--- src/rtl/fp_pkg.sv ---
// Shared single-precision floating-point definitions for the FP datapath
// (divider and multiplier units).
package fp_pkg;

  typedef struct packed {
    logic        sign;
    logic [7:0]  exp;
    logic [22:0] frac;
  } fp32_t;

  localparam int unsigned FP_BIAS    = 127;
  localparam logic [31:0] FP_QNAN    = 32'h7FC00000;
  localparam logic [7:0]  FP_EXP_MAX = 8'hFF;

  typedef enum logic [1:0] {
    IDLE,
    DIVIDE,
    PACK
  } fp_state_e;

  typedef struct packed {
    logic is_zero;
    logic is_inf;
    logic is_nan;
  } fp_class_t;

  // Exponent 0 is treated as zero, so denormals are flushed.
  function automatic fp_class_t fp_classify(input fp32_t op);
    fp_class_t c;
    c.is_zero = (op.exp == 8'h00);
    c.is_inf  = (op.exp == FP_EXP_MAX) && (op.frac == '0);
    c.is_nan  = (op.exp == FP_EXP_MAX) && (op.frac != '0);
    return c;
  endfunction

endpackage

--- src/rtl/mantissa_divider.sv ---
// Restoring iterative mantissa divider: one quotient bit per step.
// With 25 steps the quotient is floor(dividend * 2^24 / divisor).
module mantissa_divider #(
  parameter int unsigned ITER = 25
) (
  input  logic            clk,
  input  logic            rst_n,
  input  logic            load,
  input  logic            step,
  input  logic [23:0]     dividend,
  input  logic [23:0]     divisor,
  output logic [ITER-1:0] quot
);

  // Remainder stays below 2*divisor, so 25 bits are enough.
  logic [24:0]     rem_q, rem_d;
  logic [23:0]     dvs_q, dvs_d;
  logic [ITER-1:0] quot_q, quot_d;
  logic [23:0]     rem_sub;
  logic            qbit;

  // Load operands or perform one compare/subtract/shift iteration.
  always_comb begin
    rem_d  = rem_q;
    dvs_d  = dvs_q;
    quot_d = quot_q;
    qbit   = (rem_q >= {1'b0, dvs_q});
    // After a successful subtract the difference is below the divisor,
    // so the low 24 bits of the modular difference are exact.
    rem_sub = rem_q[23:0] - dvs_q;
    if (load) begin
      rem_d  = {1'b0, dividend};
      dvs_d  = divisor;
      quot_d = '0;
    end else if (step) begin
      rem_d  = qbit ? {rem_sub, 1'b0} : {rem_q[23:0], 1'b0};
      quot_d = {quot_q[ITER-2:0], qbit};
    end
  end

  // Divider state registers.
  always_ff @(posedge clk or negedge rst_n) begin
    if (!rst_n) begin
      rem_q  <= '0;
      dvs_q  <= '0;
      quot_q <= '0;
    end else begin
      rem_q  <= rem_d;
      dvs_q  <= dvs_d;
      quot_q <= quot_d;
    end
  end

  assign quot = quot_q;

endmodule

--- src/rtl/dividerunit.sv ---
// Sequential IEEE-754 single-precision divider, round-toward-zero.
// Normal operands take 26 cycles, special operands 1 cycle.
module dividerunit
  import fp_pkg::*;
#(
  parameter int unsigned WIDTH = 32,  // only 32 is supported
  parameter int unsigned ITER  = 25
) (
  input  logic             clk,
  input  logic             rst_n,
  input  logic             start,
  input  logic [WIDTH-1:0] dataA,
  input  logic [WIDTH-1:0] dataB,
  output logic             busy,
  output logic             done,
  output logic [WIDTH-1:0] dataR
);

  localparam int unsigned CntW = $clog2(ITER);

  fp_state_e       state_q, state_d;
  logic            sign_q, sign_d;
  logic [7:0]      expa_q, expa_d;
  logic [7:0]      expb_q, expb_d;
  logic            special_q, special_d;
  logic [31:0]     spec_res_q, spec_res_d;
  logic [CntW-1:0] cnt_q, cnt_d;
  logic [31:0]     result_q, result_d;
  logic            done_q, done_d;

  fp32_t           opa, opb;
  fp_class_t       ca, cb;
  logic            in_sign;
  logic            spec_hit;
  logic [31:0]     spec_val;

  logic            div_load, div_step;
  logic [ITER-1:0] quot;

  logic signed [9:0] exp_pack;
  logic [22:0]       mant_pack;
  logic [31:0]       norm_res;

  assign opa     = fp32_t'(dataA);
  assign opb     = fp32_t'(dataB);
  assign ca      = fp_classify(opa);
  assign cb      = fp_classify(opb);
  assign in_sign = opa.sign ^ opb.sign;

  // Special-operand detection in priority order (NaN-producing cases first).
  always_comb begin
    spec_hit = 1'b0;
    spec_val = '0;
    if (ca.is_nan || cb.is_nan || (ca.is_zero && cb.is_zero) || (ca.is_inf && cb.is_inf)) begin
      spec_hit = 1'b1;
      spec_val = FP_QNAN;
    end else if (ca.is_inf || cb.is_zero) begin
      spec_hit = 1'b1;
      spec_val = {in_sign, FP_EXP_MAX, 23'd0};
    end else if (ca.is_zero || cb.is_inf) begin
      spec_hit = 1'b1;
      spec_val = {in_sign, 31'd0};
    end
  end

  mantissa_divider #(
    .ITER (ITER)
  ) u_mantissa_divider (
    .clk      (clk),
    .rst_n    (rst_n),
    .load     (div_load),
    .step     (div_step),
    .dividend ({1'b1, opa.frac}),
    .divisor  ({1'b1, opb.frac}),
    .quot     (quot)
  );

  // Exponent adjust, normalisation and overflow/underflow saturation.
  always_comb begin
    exp_pack = $signed({2'b00, expa_q}) - $signed({2'b00, expb_q})
             + $signed(10'(FP_BIAS)) - $signed({9'd0, ~quot[24]});
    mant_pack = quot[24] ? quot[23:1] : quot[22:0];
    if (exp_pack >= 10'sd255) begin
      norm_res = {sign_q, FP_EXP_MAX, 23'd0};
    end else if (exp_pack <= 10'sd0) begin
      norm_res = {sign_q, 31'd0};
    end else begin
      norm_res = {sign_q, exp_pack[7:0], mant_pack};
    end
  end

  // Control FSM: accept, iterate, pack.
  always_comb begin
    state_d    = state_q;
    sign_d     = sign_q;
    expa_d     = expa_q;
    expb_d     = expb_q;
    special_d  = special_q;
    spec_res_d = spec_res_q;
    cnt_d      = cnt_q;
    result_d   = result_q;
    done_d     = 1'b0;
    div_load   = 1'b0;
    div_step   = 1'b0;
    unique case (state_q)
      IDLE: begin
        if (start) begin
          sign_d     = in_sign;
          expa_d     = opa.exp;
          expb_d     = opb.exp;
          special_d  = spec_hit;
          spec_res_d = spec_val;
          if (spec_hit) begin
            state_d = PACK;
          end else begin
            div_load = 1'b1;
            cnt_d    = CntW'(ITER - 1);
            state_d  = DIVIDE;
          end
        end
      end
      DIVIDE: begin
        div_step = 1'b1;
        if (cnt_q == '0) begin
          state_d = PACK;
        end else begin
          cnt_d = cnt_q - 1'b1;
        end
      end
      PACK: begin
        result_d = special_q ? spec_res_q : norm_res;
        done_d   = 1'b1;
        state_d  = IDLE;
      end
      default: state_d = IDLE;
    endcase
  end

  // State and output registers.
  always_ff @(posedge clk or negedge rst_n) begin
    if (!rst_n) begin
      state_q    <= IDLE;
      sign_q     <= 1'b0;
      expa_q     <= '0;
      expb_q     <= '0;
      special_q  <= 1'b0;
      spec_res_q <= '0;
      cnt_q      <= '0;
      result_q   <= '0;
      done_q     <= 1'b0;
    end else begin
      state_q    <= state_d;
      sign_q     <= sign_d;
      expa_q     <= expa_d;
      expb_q     <= expb_d;
      special_q  <= special_d;
      spec_res_q <= spec_res_d;
      cnt_q      <= cnt_d;
      result_q   <= result_d;
      done_q     <= done_d;
    end
  end

  assign busy  = (state_q != IDLE);
  assign done  = done_q;
  assign dataR = result_q;

endmodule

--- config.mk ---
export PLATFORM = sky130hd
export DESIGN_NAME = dividerunit
export DESIGN_NICKNAME = d
export VERILOG_FILES = /design/src/rtl/fp_pkg.sv /design/src/rtl/mantissa_divider.sv /design/src/rtl/dividerunit.sv
export SDC_FILE = /design/constraint.sdc
export NUM_CORES = 1
export LEC_CHECK = 0
export CAP_MARGIN = 20
export CORE_MARGIN = 4
export CORE_UTILIZATION = 30
export CTS_BUF_LIST = sky130_fd_sc_hd__clkbuf_8
export DETAILED_ROUTE_END_ITERATION = 10
export PLACE_DENSITY = 0.58
export SLEW_MARGIN = 20
export SYNTH_ARGS = -nofsm -noshare
export SYNTH_HDL_FRONTEND = slang
export SYNTH_SLANG_ARGS = --single-unit
--- constraint.sdc ---
create_clock -name clk -period 11.6 [get_ports clk]
set_input_delay 2.9 -clock clk [delete_from_list [all_inputs] [get_ports clk]]
set_output_delay 2.9 -clock clk [all_outputs]
set_load 0.05 [all_outputs]
==> results.sh, run 1 <==
export IMPL_final_hold_violation_count=0
export IMPL_groute_usage_overall=0.147
export IMPL_ys_ff_latch=135
export IMPL_timing_worst_slew_pin_value_ps=1020
export IMPL_fin_crit_sh=0.450
export IMPL_route_final_wire_length_mm=22.0
export IMPL_fraction_of_registers_with_async_set_reset=1.00
export IMPL_core_area_um2=27100
export IMPL_insertion_delay_ps=450
export IMPL_clock_fmax_ghz=0.192
export IMPL_cts_tree="done"
export IMPL_synthTopCellsByCount="sky130_fd_sc_hd__nand2_1, sky130_fd_sc_hd__dfrtp_1, sky130_fd_sc_hd__o21ai_0"
export IMPL_die_area_um2=30400
export IMPL_reg2reg_end="dataR[13]$_DFFE_PN0P_"
export IMPL_io_pins=101
export IMPL_fp_dieH_um=174
export IMPL_layoutNonFillerInstCount=1389
export IMPL_placement_cell_area_um2=9660
export IMPL_cell_count_post_placement=1357
export IMPL_synthDominantAreaCellType="sky130_fd_sc_hd__dfrtp_1"
export IMPL_min_delay_startpoint="u_mantissa_divider.dvs_q[23]$_DFFE_PN0P_"
export IMPL_post_synth_xor_area_fraction=0.0360
export IMPL_mappedNetlistArea_um2=8310
export IMPL_n_diodes=0
export IMPL_synth_edff_count=0
export IMPL_cts_hold_fix_buffers=0
export IMPL_grt_overflow_total=0
export IMPL_drcViolationCount=0
export IMPL_first_global_vias=7100
export IMPL_timing_critical_path_to_type="flip-flop"
export IMPL_cap_viol_max_count=0
export IMPL_run_status="finished, final reports clean"
export IMPL_synth_fp_nets=1033
export IMPL_crit_path_max_fanout=96
export IMPL_worst_endpoint_required_ps=11970
export IMPL_cts_resized_gates=0
export IMPL_ys_flop_type="sky130_fd_sc_hd__dfrtp_1"
export IMPL_fin_nets=1114
export IMPL_routedWlPerCell_um=15.8
export IMPL_timing_critical_path_arrival_ps=5590
export IMPL_clockRootBuffer="sky130_fd_sc_hd__clkbuf_8"
export IMPL_critical_path_class="in2reg"
export IMPL_synth_simple_area_share=0.182
export IMPL_synthDistinctLibCells=69
export IMPL_placement_rows=60
export IMPL_clkSinkCount=135
export IMPL_postSynthAreaPerCell_um2=9.00
export IMPL_r2r_slack_ps=7140
export IMPL_synthMostInstantiatedCell="sky130_fd_sc_hd__nand2_1"
export IMPL_antenna_violating_nets_post_route=0
export IMPL_worst_slew_margin_rel=0.323
export IMPL_cts_buffer_depth=2
export IMPL_post_cts_buffers=0
export IMPL_min_path_type="reg2reg"
export IMPL_reg2reg_depth=19
export IMPL_detailedRoute_firstIterationViolations=456
export IMPL_layout_min_cycle_time_ps=5220
export IMPL_whs_path_depth=2
export IMPL_area_growth_pct=21.4
export IMPL_drive_above_1_share=0.0983
export IMPL_antenna_violations_before_repair=0
export IMPL_compound_cell_area_share_of_the_yosys_netlist=0.193
export IMPL_ys_seq_area_frac=0.407
export IMPL_r2r_start="expa_q[0]$_DFFE_PN0P_"
export IMPL_place_gp_congestion=0.816
export IMPL_netlist_area_leader_share=0.407
export IMPL_first_pass_grt_wire_length_mm=36.9
export IMPL_finalSetupTns_ps=0
export IMPL_design_area_um2=10100
export IMPL_synthCells=923
export IMPL_clock_pin_slew_reported_for_the_worst_setup_and_hold_paths_after_clock_tree_synthesis_ps=90
export IMPL_hold_path_sink="u_mantissa_divider.dvs_q[23]$_DFFE_PN0P_"
export IMPL_yosys_top_cells_area="sky130_fd_sc_hd__dfrtp_1, sky130_fd_sc_hd__nand2_1, sky130_fd_sc_hd__ha_1"
export IMPL_setup_repair_after_global_routing_missed_its_margin="no"
export IMPL_total_cts_buffers=17
export IMPL_initial_utilization=0.307
export IMPL_synth_top_family_by_area="compound AO/OA/AOI/OAI gates"
export IMPL_slew_viol_final=0
export IMPL_maximum_number_of_pins_on_one_net_before_global_route_repair=97
export IMPL_total_number_of_vias=7116
export IMPL_viasPerCell=5.12
export IMPL_die_width_um=174
export IMPL_cts_htree_levels=4
export IMPL_synth_mux_area_fraction=0.0637
export IMPL_final_setup_viol_count=0
export IMPL_hpwl_mm=15.8
export IMPL_synthAdderAreaFrac=0.0675
export IMPL_critPathLaunchType="input port"
export IMPL_synth_yosys_warnings=0
export IMPL_place_port_buffers=100
export IMPL_final_setup_skew_ps=16.0
export IMPL_dr_pass1_iters=5
cells in the final DEF (no fill, tap or decap), types with 7 or more instances in the layout:
cell type                         instances
sky130_fd_sc_hd__and3_1                   7
sky130_fd_sc_hd__nand2_1                137
sky130_fd_sc_hd__nand3_1                 44
sky130_fd_sc_hd__a21oi_1                 38
sky130_fd_sc_hd__nand2b_1                10
sky130_fd_sc_hd__o41ai_1                 19
sky130_fd_sc_hd__a21o_1                  12
sky130_fd_sc_hd__mux2_2                  31
sky130_fd_sc_hd__dfrtp_1                135
sky130_fd_sc_hd__buf_4                   10
sky130_fd_sc_hd__nor3_1                  16
sky130_fd_sc_hd__nand4_1                 12
sky130_fd_sc_hd__ha_1                    40
sky130_fd_sc_hd__clkbuf_8                17
sky130_fd_sc_hd__inv_1                   54
sky130_fd_sc_hd__xor2_1                  10
sky130_fd_sc_hd__clkdlybuf4s50_1         99
sky130_fd_sc_hd__o31ai_1                 10
sky130_fd_sc_hd__a22oi_1                 18
sky130_fd_sc_hd__nor4_1                  12
sky130_fd_sc_hd__mux2i_1                 18
sky130_fd_sc_hd__a31oi_1                  8
sky130_fd_sc_hd__nor2_1                  38
sky130_fd_sc_hd__xnor2_1                 20
sky130_fd_sc_hd__o21ai_0                 90
area by class of cell:
cell class                 count  area (um2)
clock inverter                15         189
sequential                   135        3380
tap                          372         465
multi-input combinational    684        4530
inverter                      55         206
timing repair buffer         111        1090
fill                        2790       17000
clock buffer                  17         234
worst max-delay path, cell delays in order:
cell	delay, ps
sky130_fd_sc_hd__clkdlybuf4s50_1	500
sky130_fd_sc_hd__or4_1	170
sky130_fd_sc_hd__nor2_1	80
sky130_fd_sc_hd__nor4_1	560
sky130_fd_sc_hd__and2_2	260
sky130_fd_sc_hd__buf_4	690
sky130_fd_sc_hd__a22o_1	260
sky130_fd_sc_hd__a31oi_1	40
sky130_fd_sc_hd__o21ai_0	90
registers in the layout (all words and copies together) (netlist names):
signal	cells
u_mantissa_divider.rem_q	25
dataR	32
expa_q	8
cnt_q	5
state_q	2
sign_q	1
spec_res_q	3
special_q	1
u_mantissa_divider.dvs_q	24
expb_q	8
u_mantissa_divider.quot	25
done	1
kinds of logic (layout without fill, tap and decap cells):
kind of cell / Yosys count / after routing
adder cells (fa/ha/maj): 43 / 43
AND/OR/NAND/NOR: 318 / 318
multiplexers: 49 / 49
flip-flops: 135 / 135
XOR/XNOR: 32 / 32
AO/OA/AOI/OAI: 242 / 242
buffers and inverters: 104 / 198
layer usage:
metal	wire [um]	part of all wire	track usage	up-vias
li1	-	-	-	3467
met1	10300	0.47	0.199	3474
met2	10400	0.47	0.240	163
met3	992	0.045	0.0304	12
met4	241	0.011	0.0360	0
met5	0	0	0	-
per-stage QoR:
stage	setup WS [ps]	hold WS, ps	utilization
2_1_floorplan	6690	418	-
3_3_place_gp	6030	436	0.356
3_5_place_dp	5930	446	0.357
4_1_cts	6400	468	0.372
5_1_grt	6110	509	0.372
6_report	6380	460	0.372
worst max-delay path by stage:
stage                          from                                       end  slack [ps]  cells after the start
after CTS                 dataB[27]  u_mantissa_divider.rem_q[20]$_DFFE_PN0P_        6400                      9
after floorplan           dataB[27]   u_mantissa_divider.rem_q[9]$_DFFE_PN0P_        6690                     10
after global routing      dataB[27]  u_mantissa_divider.rem_q[20]$_DFFE_PN0P_        6110                      9
after global placement    dataB[24]  u_mantissa_divider.rem_q[20]$_DFFE_PN0P_        6030                      9
after detailed placement  dataB[25]  u_mantissa_divider.rem_q[20]$_DFFE_PN0P_        5930                      9
final                     dataB[28]  u_mantissa_divider.rem_q[20]$_DFFE_PN0P_        6380                      9
Power of run 1 is not shown: default switching activity piles up to over one toggle a cycle in this logic, so the estimate is an artifact.
==> run 2, diff against run 1 <==
==> constraint.sdc (replaced) <==
create_clock -name clk -period 5.3 [get_ports clk]
set_input_delay 1.325 -clock clk [delete_from_list [all_inputs] [get_ports clk]]
set_output_delay 1.325 -clock clk [all_outputs]
set_load 0.05 [all_outputs]
==> results.sh, run 2 (synthesized netlist as in run 1, its figures left out) <==
export IMPL_core_area_um2=27100
export IMPL_layout_min_cycle_time_ps=4340
export IMPL_cell_count_post_placement=1359
export IMPL_slew_viol_final=0
export IMPL_gr_usage_met1=0.207
export IMPL_layoutNonFillerInstCount=1391
export IMPL_viasPerCell=5.05
export IMPL_n_diodes=0
export IMPL_cts_hold_fix_buffers=0
export IMPL_groute_usage_overall=0.147
export IMPL_postLayoutSetupSlackWorst_ps=956
export IMPL_reg2reg_depth=19
export IMPL_dr_pass1_iters=5
export IMPL_area_growth_pct=21.1
export IMPL_cts_buffer_depth=2
export IMPL_antenna_violating_nets_post_route=0
export IMPL_critPathLaunchType="flip-flop"
export IMPL_total_cts_buffers=17
export IMPL_reg2reg_end="dataR[4]$_DFFE_PN0P_"
export IMPL_post_cts_buffers=0
export IMPL_place_port_buffers=100
export IMPL_insertion_delay_ps=450
export IMPL_initial_utilization=0.307
export IMPL_r2r_slack_ps=960
export IMPL_worst_endpoint_required_ps=5600
export IMPL_min_delay_startpoint="u_mantissa_divider.dvs_q[23]$_DFFE_PN0P_"
export IMPL_crit_path_max_fanout=23
export IMPL_finalSetupTns_ps=0
export IMPL_critical_path_class="reg2reg"
export IMPL_final_setup_viol_count=0
export IMPL_cap_viol_max_count=0
export IMPL_place_gp_congestion=0.828
export IMPL_r2r_start="expa_q[0]$_DFFE_PN0P_"
export IMPL_setup_repair_after_global_routing_missed_its_margin="no"
export IMPL_placement_rows=60
export IMPL_cts_htree_levels=4
export IMPL_clkSinkCount=135
export IMPL_drive_above_1_share=0.100
export IMPL_grt_util_met2=0.235
export IMPL_total_number_of_vias=7031
export IMPL_finalCoreUtilization=0.371
export IMPL_detailedRoute_firstIterationViolations=518
export IMPL_die_width_um=174
export IMPL_timing_worst_slew_pin_value_ps=936
export IMPL_groute_layer_met3_usage=0.0276
export IMPL_timing_critical_path_to_type="flip-flop"
export IMPL_whs_path_depth=2
export IMPL_drcViolationCount=0
export IMPL_cts_resized_gates=0
export IMPL_min_path_type="reg2reg"
export IMPL_number_of_flip_flops_under_the_largest_register_name=32
export IMPL_hold_path_sink="u_mantissa_divider.dvs_q[23]$_DFFE_PN0P_"
export IMPL_routedWlPerCell_um=15.8
export IMPL_clock_pin_slew_reported_for_the_worst_setup_and_hold_paths_after_clock_tree_synthesis_ps=90
export IMPL_fp_dieH_um=174
export IMPL_worst_slew_margin_rel=0.376
export IMPL_placement_setup_worst_slack_ps=974
export IMPL_io_pins=101
export IMPL_route_final_wire_length_mm=21.9
export IMPL_multi_input_comb_area_um2=4530
export IMPL_antenna_violations_before_repair=0
export IMPL_final_seq_area_um2=3380
export IMPL_grt_overflow_total=0
export IMPL_timing_critical_path_arrival_ps=4640
export IMPL_first_global_vias=7039
export IMPL_final_setup_skew_ps=15.3
export IMPL_fill_cells=2730
export IMPL_fin_crit_sh=0.820
export IMPL_maximum_number_of_pins_on_one_net_before_global_route_repair=100
export IMPL_first_pass_grt_wire_length_mm=37.0
export IMPL_final_hold_violation_count=0
export IMPL_clock_fmax_ghz=0.230
export IMPL_final_common_cell="sky130_fd_sc_hd__nand2_1"
export IMPL_fin_nets=1116
export IMPL_cts_tree="done"
export IMPL_run_status="finished, final reports clean"
export IMPL_die_area_um2=30400
export IMPL_hpwl_mm=15.8
export IMPL_clockRootBuffer="sky130_fd_sc_hd__clkbuf_8"
export IMPL_grt_most_used_layer="met2"
export IMPL_layout_cells_most_common_list="sky130_fd_sc_hd__nand2_1, sky130_fd_sc_hd__dfrtp_1, sky130_fd_sc_hd__clkdlybuf4s50_1, sky130_fd_sc_hd__o21ai_0, sky130_fd_sc_hd__inv_1"
## run 2: routing by layer
metal  part of all wire  routed length (um)
met5                  0                   0
met4              0.014                 301
met3              0.044                 973
met2               0.46               10000
met1               0.48               10600
## run 2: cell type report
cell class / count / share of cell area
Multi-Input combinational cell: 684 / 0.450
Sequential cell: 135 / 0.336
Timing Repair Buffer: 113 / 0.111
Tap cell: 372 / 0.0463
Clock buffer: 17 / 0.0232
Inverter: 55 / 0.0205
Clock inverter: 15 / 0.0133
## run 2: stage by stage
stage	area [um2]	hold WS, ps
after global routing	10100	484
after detailed placement	9700	455
after floorplan	8310	418
final	10100	469
after global placement	9680	437
after CTS	10100	476
## run 2: how the worst max path moves through the flow
stage,from,end,slack (ps),depth (start not counted)
6_report,expa_q[0]$_DFFE_PN0P_,dataR[4]$_DFFE_PN0P_,960,19
2_1_floorplan,expa_q[0]$_DFFE_PN0P_,dataR[3]$_DFFE_PN0P_,1290,19
3_3_place_gp,expa_q[0]$_DFFE_PN0P_,dataR[1]$_DFFE_PN0P_,1030,19
5_1_grt,expa_q[0]$_DFFE_PN0P_,dataR[23]$_DFFE_PN0P_,560,18
4_1_cts,expa_q[0]$_DFFE_PN0P_,dataR[11]$_DFFE_PN0P_,930,19
3_5_place_dp,expa_q[0]$_DFFE_PN0P_,dataR[11]$_DFFE_PN0P_,970,19
## run 2: critical path: stages (launching register included)
cell and delay [ps]:
sky130_fd_sc_hd__dfrtp_1 360, sky130_fd_sc_hd__inv_1 70, sky130_fd_sc_hd__ha_1 160, sky130_fd_sc_hd__inv_1 50
sky130_fd_sc_hd__fa_1 400, sky130_fd_sc_hd__a21o_1 190, sky130_fd_sc_hd__a21oi_2 230, sky130_fd_sc_hd__nor2b_1 70
sky130_fd_sc_hd__o21ai_0 270, sky130_fd_sc_hd__nand2b_1 110, sky130_fd_sc_hd__xor2_1 180, sky130_fd_sc_hd__inv_1 70
sky130_fd_sc_hd__ha_1 320, sky130_fd_sc_hd__o211ai_1 120, sky130_fd_sc_hd__o211ai_2 180, sky130_fd_sc_hd__or2_2 300
sky130_fd_sc_hd__a211o_1 310, sky130_fd_sc_hd__a2111oi_4 340, sky130_fd_sc_hd__buf_4 330, sky130_fd_sc_hd__o41ai_1 130
Power of run 2 is left out for the same reason.
